<file path="src/rtl/piano_poly_tone_gen.sv">
// rtl/piano_poly_tone_gen.sv - polyphonic square-wave note generator with level mix and 1-bit speaker
//
// Purpose:
//   NUM_CH independent square-wave voices, each driven by a 7-bit note code
//   {octave[6:4], semitone[3:0]} (semitone 1..12 = C..B, 0 and 13..15 silent,
//   octaves above MAX_OCT silent). Half-period reload values are derived at
//   elaboration from CLK_HZ. Note changes take effect only at half-period
//   boundaries, so the waveform never glitches.
//
// Ports:
//   clk         in   1                   system clock, rising edge
//   reset       in   1                   synchronous, active-high, overrides all inputs
//   note_in     in   7*NUM_CH            note code per voice, voice i at [7*i+6:7*i]
//   note_valid  in   NUM_CH              1-cycle strobe capturing voice i's note code
//   mute        in   1                   gates all audio outputs low, phase keeps running
//   ch_wave     out  NUM_CH              per-voice square wave (gated by mute)
//   ch_active   out  NUM_CH              voice is playing a non-silent note
//   mix_level   out  $clog2(NUM_CH+1)    registered count of high ch_wave bits
//   speaker     out  1                   mixed 1-bit output
//
// Configuration macro:
//   PIANO_SD_MIX_EN  defined: first-order sigma-delta speaker, duty = mix_level/NUM_CH
//                    undefined: speaker is ch_wave[0] delayed by one cycle

module piano_poly_tone_gen #(
    parameter int CLK_HZ  = 50_000_000,
    parameter int NUM_CH  = 4,
    parameter int MAX_OCT = 4,
    parameter int CNT_W   = 20
) (
    input  logic                          clk,
    input  logic                          reset,
    input  logic [7*NUM_CH-1:0]           note_in,
    input  logic [NUM_CH-1:0]             note_valid,
    input  logic                          mute,
    output logic [NUM_CH-1:0]             ch_wave,
    output logic [NUM_CH-1:0]             ch_active,
    output logic [$clog2(NUM_CH+1)-1:0]   mix_level,
    output logic                          speaker
);

    localparam int LVL_W = $clog2(NUM_CH + 1);

    typedef enum logic {
        IDLE = 1'b0,
        RUN  = 1'b1
    } state_t;

    // Half-period reload for a note. The case holds HP0+1 = CLK_HZ/f/2 for
    // octave 0; higher octaves halve that count before subtracting one, so
    // only a constant mux and a shifter are built.
    function automatic logic [CNT_W-1:0] half_period(input logic [6:0] code);
        logic [CNT_W-1:0] base;
        case (code[3:0])
            4'd1:    base = CNT_W'(CLK_HZ / 262 / 2);
            4'd2:    base = CNT_W'(CLK_HZ / 278 / 2);
            4'd3:    base = CNT_W'(CLK_HZ / 294 / 2);
            4'd4:    base = CNT_W'(CLK_HZ / 312 / 2);
            4'd5:    base = CNT_W'(CLK_HZ / 330 / 2);
            4'd6:    base = CNT_W'(CLK_HZ / 350 / 2);
            4'd7:    base = CNT_W'(CLK_HZ / 370 / 2);
            4'd8:    base = CNT_W'(CLK_HZ / 392 / 2);
            4'd9:    base = CNT_W'(CLK_HZ / 416 / 2);
            4'd10:   base = CNT_W'(CLK_HZ / 440 / 2);
            4'd11:   base = CNT_W'(CLK_HZ / 467 / 2);
            4'd12:   base = CNT_W'(CLK_HZ / 494 / 2);
            default: base = '0;
        endcase
        half_period = (base >> code[6:4]) - CNT_W'(1);
    endfunction

    function automatic logic is_silent(input logic [6:0] code);
        is_silent = (code[3:0] == 4'd0) || (code[3:0] > 4'd12) ||
                    (32'(code[6:4]) > MAX_OCT);
    endfunction

    logic [NUM_CH-1:0] wave_raw;
    logic [NUM_CH-1:0] gated;
    logic [LVL_W-1:0]  pop;

    for (genvar i = 0; i < NUM_CH; i++) begin : g_voice
        state_t           state_q, state_d;
        logic [6:0]       cur_q, cur_d;
        logic [6:0]       pend_q, pend_d;
        logic             flag_q, flag_d;
        logic             wave_q, wave_d;
        logic [CNT_W-1:0] cnt_q, cnt_d;
        logic             consume;
        logic [6:0]       slice;

        assign slice = note_in[7*i +: 7];

        always_ff @(posedge clk) begin
            if (reset) begin
                state_q <= IDLE;
                cur_q   <= '0;
                pend_q  <= '0;
                flag_q  <= 1'b0;
                wave_q  <= 1'b0;
                cnt_q   <= '0;
            end else begin
                state_q <= state_d;
                cur_q   <= cur_d;
                pend_q  <= pend_d;
                flag_q  <= flag_d;
                wave_q  <= wave_d;
                cnt_q   <= cnt_d;
            end
        end

        always_comb begin
            state_d = state_q;
            cur_d   = cur_q;
            cnt_d   = cnt_q;
            wave_d  = wave_q;
            consume = 1'b0;
            case (state_q)
                IDLE: begin
                    if (flag_q) begin
                        consume = 1'b1;
                        if (!is_silent(pend_q)) begin
                            cur_d   = pend_q;
                            cnt_d   = half_period(pend_q);
                            wave_d  = 1'b0;
                            state_d = RUN;
                        end
                    end
                end
                RUN: begin
                    if (cnt_q != '0) begin
                        cnt_d = cnt_q - CNT_W'(1);
                    end else if (flag_q) begin
                        // Boundary with a queued note: switch here so the
                        // new pitch starts on a clean half-period.
                        consume = 1'b1;
                        cur_d   = pend_q;
                        if (is_silent(pend_q)) begin
                            wave_d  = 1'b0;
                            cnt_d   = '0;
                            state_d = IDLE;
                        end else begin
                            wave_d = ~wave_q;
                            cnt_d  = half_period(pend_q);
                        end
                    end else begin
                        wave_d = ~wave_q;
                        cnt_d  = half_period(cur_q);
                    end
                end
                default: state_d = IDLE;
            endcase

            // A strobe on a boundary cycle lands after the old pending note
            // was consumed, so the flag stays set for the next boundary.
            pend_d = note_valid[i] ? slice : pend_q;
            flag_d = note_valid[i] ? 1'b1 : (consume ? 1'b0 : flag_q);
        end

        assign wave_raw[i]  = wave_q;
        assign ch_active[i] = (state_q == RUN);
    end

    assign gated   = wave_raw & ~{NUM_CH{mute}};
    assign ch_wave = gated;

    always_comb begin
        pop = '0;
        for (int i = 0; i < NUM_CH; i++) begin
            pop = pop + LVL_W'(gated[i]);
        end
    end

    always_ff @(posedge clk) begin
        if (reset) begin
            mix_level <= '0;
        end else begin
            mix_level <= pop;
        end
    end

`ifdef PIANO_SD_MIX_EN
    localparam int ACC_W = $clog2(2 * NUM_CH);

    logic [ACC_W-1:0] acc_q;
    logic [ACC_W:0]   sd_sum;

    assign sd_sum = (ACC_W+1)'(acc_q) + (ACC_W+1)'(mix_level);

    always_ff @(posedge clk) begin
        if (reset || mute) begin
            acc_q   <= '0;
            speaker <= 1'b0;
        end else if (sd_sum >= (ACC_W+1)'(NUM_CH)) begin
            acc_q   <= ACC_W'(sd_sum - (ACC_W+1)'(NUM_CH));
            speaker <= 1'b1;
        end else begin
            acc_q   <= ACC_W'(sd_sum);
            speaker <= 1'b0;
        end
    end
`else
    always_ff @(posedge clk) begin
        if (reset) begin
            speaker <= 1'b0;
        end else begin
            speaker <= gated[0];
        end
    end
`endif

endmodule

</file>
<file path="config.mk">
export PLATFORM = sky130hd
export DESIGN_NAME = piano_poly_tone_gen
export DESIGN_NICKNAME = d
export VERILOG_FILES = /design/src/rtl/piano_poly_tone_gen.sv
export SDC_FILE = /design/constraint.sdc
export NUM_CORES = 1
export LEC_CHECK = 0
export CAP_MARGIN = 20
export CORE_ASPECT_RATIO = 1.4
export CORE_MARGIN = 5
export CORE_UTILIZATION = 25
export CTS_CLUSTER_DIAMETER = 80
export CTS_CLUSTER_SIZE = 14
export DETAILED_ROUTE_END_ITERATION = 7
export SYNTH_ARGS = -nofsm -noshare
export SYNTH_HDL_FRONTEND = slang
export SYNTH_SLANG_ARGS = --single-unit
</file>
<file path="constraint.sdc">
create_clock -name clk -period 8 [get_ports clk]
set_input_delay 1.2 -clock clk [delete_from_list [all_inputs] [get_ports clk]]
set_output_delay 1.2 -clock clk [all_outputs]
set_load 0.03 [all_outputs]
</file>
# Yosys cells after proc, flatten, opt, wreduce, memory -nomap -nowiden
# Memory sizes are Yosys's and may differ from the RTL's. A register that Yosys moved wholly into a read port is not among the register bits.
# Cells that the tools add are included.
totals:
  romBits: 3264
  memories: 12
  ff_bits: 152
classes:
  n_shift: 12
  add_sub_neg: 19
  muxes: 172
  n_reduce_logical: 32
  n_eq_ne: 16
  magnitude_cmp: 8
  bitwise: 10
mem_list:
  columns: ["name", "depth", "width", "read_ports", "rd_ports_with_merged_regs", "wr", "line_no", "text"]
  rows:
  - ["(name not given)", 16, 17, 1, 1, 0, "54", "case (code[3:0])"]
  - ["(name not given)", 16, 17, 1, 1, 0, "54", null]
  - ["(name not given)", 16, 17, 1, 1, 0, "54", null]
  - ["(name not given)", 16, 17, 1, 1, 0, "54", null]
  - ["(name not given)", 16, 17, 1, 1, 0, "54", null]
  - ["(name not given)", 16, 17, 1, 1, 0, "54", null]
  - ["6 more memories", null, null, null, null, null, null, null]
op_table:
  columns: ["operator", "count"]
  rows:
  - ["two-way mux 20 bit", 60]
  - ["subtractor 20 x 1 -> 20 bit (second input constant)", 16]
  - ["right shift 20 x 3 -> 20 bit", 12]
  - ["one-hot mux 20 bit (2 select lines)", 4]
  - ["two-way mux 7 bit", 16]
  - ["two-way mux 4 bit", 24]
  - ["nonzero test 20 bit", 4]
  - ["one-hot mux 7 bit (2 select lines)", 4]
  - ["two-way mux 1 bit", 52]
  - ["inequality test 2 bit (second input constant)", 12]
  - ["one-hot mux 1 bit (2 select lines)", 12]
  - ["> comparator 4 bit (second input constant)", 4]
  - ["logical NOT 4 bit", 4]
  - ["AND reduction 4 bit", 4]
  - ["> comparator 3 bit (second input constant)", 4]
  - ["AND reduction 3 bit", 4]
  - ["logical OR 1 bit", 8]
  - ["inequality test 2 x 1 -> 1 bit (second input constant)", 4]
  - ["NOT 1 bit", 8]
  - ["AND reduction 2 bit", 4]
  - ["nonzero test 2 bit", 4]
  - ["AND 4 bit", 1]
  - ["NOT 4 bit", 1]
  - ["adder 2 x 1 -> 3 bit", 1]
  - ["2 further kinds", 2]

# Longest topological paths before layout
depth:
  word_depth: 13
  mapped_depth: 16

# Least setup slack after synthesis
# No wires, ideal clock.
synth_timing:
  path_kind: "input-to-reg"
  startpoint: "in reset"
  endpoint: "reg (tool-made name)"
  stages: 11
  t_required_ps: 7925
  path_buffers: 4
  t_arrival_ps: 3217
  slack_ps: 4707
  path_cell_list: "clkbuf_1 clkbuf_1 clkbuf_1 clkbuf_1 nor2_1 inv_1 ha_1 inv_1 nor3_1 a21oi_1 o22ai_1"
synth_rtl:
  columns: ["item", "line_no", "text"]
  rows:
  - ["from (decl)", "32", "input logic reset,"]

==> results.cfg <==
[clock_network]
cts_setup_buffers = 0
clk_pin_slew_worst_paths_ns = 0.08
cts_buffers = 29
post_cts_resized = 0
cts_buffer_depth = 3
htree_levels = 1
postCtsHoldBufs = 0
cts_root_buffer = clkbuf_16
worstSkewPairLatency_ns = 0.59
cts_tree = built
cts_sinks = 288

[floorplanning]
design.die.area_sq_um = 100000
coreArea_sq_um = 93500
ios = 47
chipWidth_microns = 269
rows = 133
initial_utilization = 0.251
die_y_microns = 372

[global_route]
track_usage = 0.129
grt_pass1_wl_microns = 110000
antenna_found_initial = 3
grt_max_degree = 165
grt_pass1_vias = 20778
gr-total-overflow = 0

[synthesis]
synth_fp_nets = 3095
yosys_warnings = 0
synth.top_cell.area_share = 0.246
syn_avg_cell_area_sq_um = 7.80
synthCells = 3006
ys_top_cells_by_area = dfxtp_1 (25%), mux2i_1 (8.6%), mux4_2 (5.9%)
synth_edf_count = 0
ys_ff_latch = 288
ys_seq_area_frac = 0.246
yosys.area.top_type = dfxtp_1
synthesis.area_sq_um = 23500
ys_types = 103
synthFlopType = dfxtp_1
async_flop_share = 0

[finish]
finalNonFillerCells = 4123
syn_to_final_growth_pct = 9.14
finalInstanceArea_sq_um = 25600
drive_gt1_frac = 0.0935
finalNetCount = 2986
antenna_cells = 0

[critical_path]
cp-end-kind = flop
cpMaxStageDelayCell = dfxtp_1
required_ns = 8.50
worstPathArrival_ns = 4.62
critPathKind = reg -> reg
slowest_delay_ns = 0.99
critPathMaxFanout = 30
cp_cell_sequence = inv_1, o211a_1, nand2b_1, a21bo_2, mux2i_1, nor2_1, o21ai_0, o22ai_1
crit_path_start_kind = flop
crit_family = compound AO/OA/AOI/OAI gates
cp.buffers_inverters = 1

[detailed_routing]
drt_pre_antenna_iters = 5
num_vias = 21792
vias_per_cell = 5.29
route.antenna.remaining_nets = 0
initialDrtViolationCount = 1364
routed_wl_microns = 67800
drcViolationCount = 0
wire_per_inst_microns = 16.5

[place]
portBuffers = 46
gp_congestion = 0.885
dpl.cell_count = 4078
hpwl_microns = 50600
placed_area_sq_um = 24700

[pwr]
p_leak_nw = 9.29
powerDensity_nw_per_um2 = 223
ir_drop_v = 0.000122

[timing]
fin_skew_ns = 0.0132
period_needed_ns = 4.12
finalSetupTns_ns = 0
fin_crit_sh = 0.515
rsz0062_at_grt = false
hold_viol = 0
relSlewSlack = 0.280
holdWs_ns = 0.507
setup_viol = 0
slew_violations = 0
max_freq_mhz = 243
tightest_slew_ns = 1.08

[status]
status = finished, final reports clean

[worst_hold_path]
min_path_type = reg -> reg

[flow_run]
max_cap_viol_count = 0
==> cell usage in the layout (no fill, tap or decap), types with 17 or more instances in the layout <==
cell type,synthesis,layout
nand2_1,283,283
inv_1,96,96
buf_4,14,29
clkbuf_16,0,29
xor2_1,47,47
clkdlybuf4s50_1,0,45
o21ai_0,173,173
or3_1,42,42
nand2b_1,37,37
and3_1,21,21
nor4_1,36,36
nor2b_1,45,45
o211ai_1,21,21
o21a_1,17,17
o22ai_1,42,42
and2_1,23,23
xnor2_1,77,77
nand3_1,59,59
nor3_1,90,90
a22oi_1,26,26
mux2i_1,202,202
a211oi_1,40,40
mux2_2,51,51
or2_2,30,30
dfxtp_1,288,288
mux4_2,61,61
nand3b_1,18,18
ha_1,53,53
nor2_1,300,300
a31oi_1,65,65
a221oi_1,29,29
a21oi_1,241,241
==> path summary, 6_finish.rpt <==
| check | slack [ns] | startpoint | depth (start not counted) | endpoint |
|---|---|---|---|---|
| max | 3.88 | g_voice[3].pend_q[6] | 8 | flop |
| min | 0.51 | g_voice[3].cur_q[5] | 2 | g_voice[3].cur_q[5] |
| max reg2reg | 3.88 | g_voice[3].pend_q[6] | 8 | flop |
| min reg2reg | 0.51 | g_voice[3].cur_q[5] | 2 | g_voice[3].cur_q[5] |
==> synth_stat cells, types with 23 or more instances <==
cell,n
nor2_1,300
dfxtp_1,288
nand2_1,283
a21oi_1,241
mux2i_1,202
o21ai_0,173
clkbuf_1,145
inv_1,96
nor3_1,90
xnor2_1,77
a31oi_1,65
mux4_2,61
nand3_1,59
ha_1,53
mux2_2,51
xor2_1,47
nor2b_1,45
o22ai_1,42
or3_1,42
a211oi_1,40
nand2b_1,37
nor4_1,36
buf_2,31
or2_2,30
a221oi_1,29
a22oi_1,26
and2_1,23
==> kinds of logic (layout without fill, tap and decap cells) <==
logic type	Yosys count	after routing	share of synthesized area
flip-flops	288	288	0.246
AND/OR/NAND/NOR	1079	1079	0.228
multiplexers	318	318	0.172
XOR/XNOR	124	124	0.0463
adder cells (fa/ha/maj)	54	54	0.0291
AO/OA/AOI/OAI	821	821	0.222
buffers and inverters	322	224	0.0575
==> layer usage <==
layer	wire [microns]	track usage	vias to the layer above
li1	-	-	10789
met1	27600	0.150	10293
met2	34300	0.237	528
met3	2810	0.0160	176
met4	3140	0.0562	6
met5	45	0	-
==> report_power, final <==
part	leakage, nW	total [mW]	switching (mW)	internal (mW)
Combinational	6.50	2.55	1.55	0.997
Clock	0.428	1.33	0.637	0.694
Sequential	2.36	1.84	0.227	1.61
Total	9.29	5.72	2.42	3.30
==> stage by stage <==
step           total power, mW  utilization  setup WS (ns)
5_1_grt                   6.13        0.274           3.47
6_report                  5.72        0.274           3.88
2_1_floorplan             3.78            -           4.71
3_3_place_gp              4.36        0.264           4.07
3_5_place_dp              4.38        0.264           4.00
4_1_cts                   5.75        0.273           3.96
==> worst min-delay path, cell delays in order (launching register included) <==
cell and delay [ns]:
dfxtp_1 0.33, a21oi_1 0.06, nor2_1 0.08
==> layout make-up <==
type                            instances  area (sq um)
Clock buffer                           33           771
Clock inverter                          9          91.3
Fill cell                           10096         67900
Inverter                              105           394
Multi-Input combinational cell       2396         16300
Sequential cell                       288          5770
Tap cell                             1215          1520
Timing Repair Buffer                   77           711
Note: power is estimated with default switching activity, not from simulation.
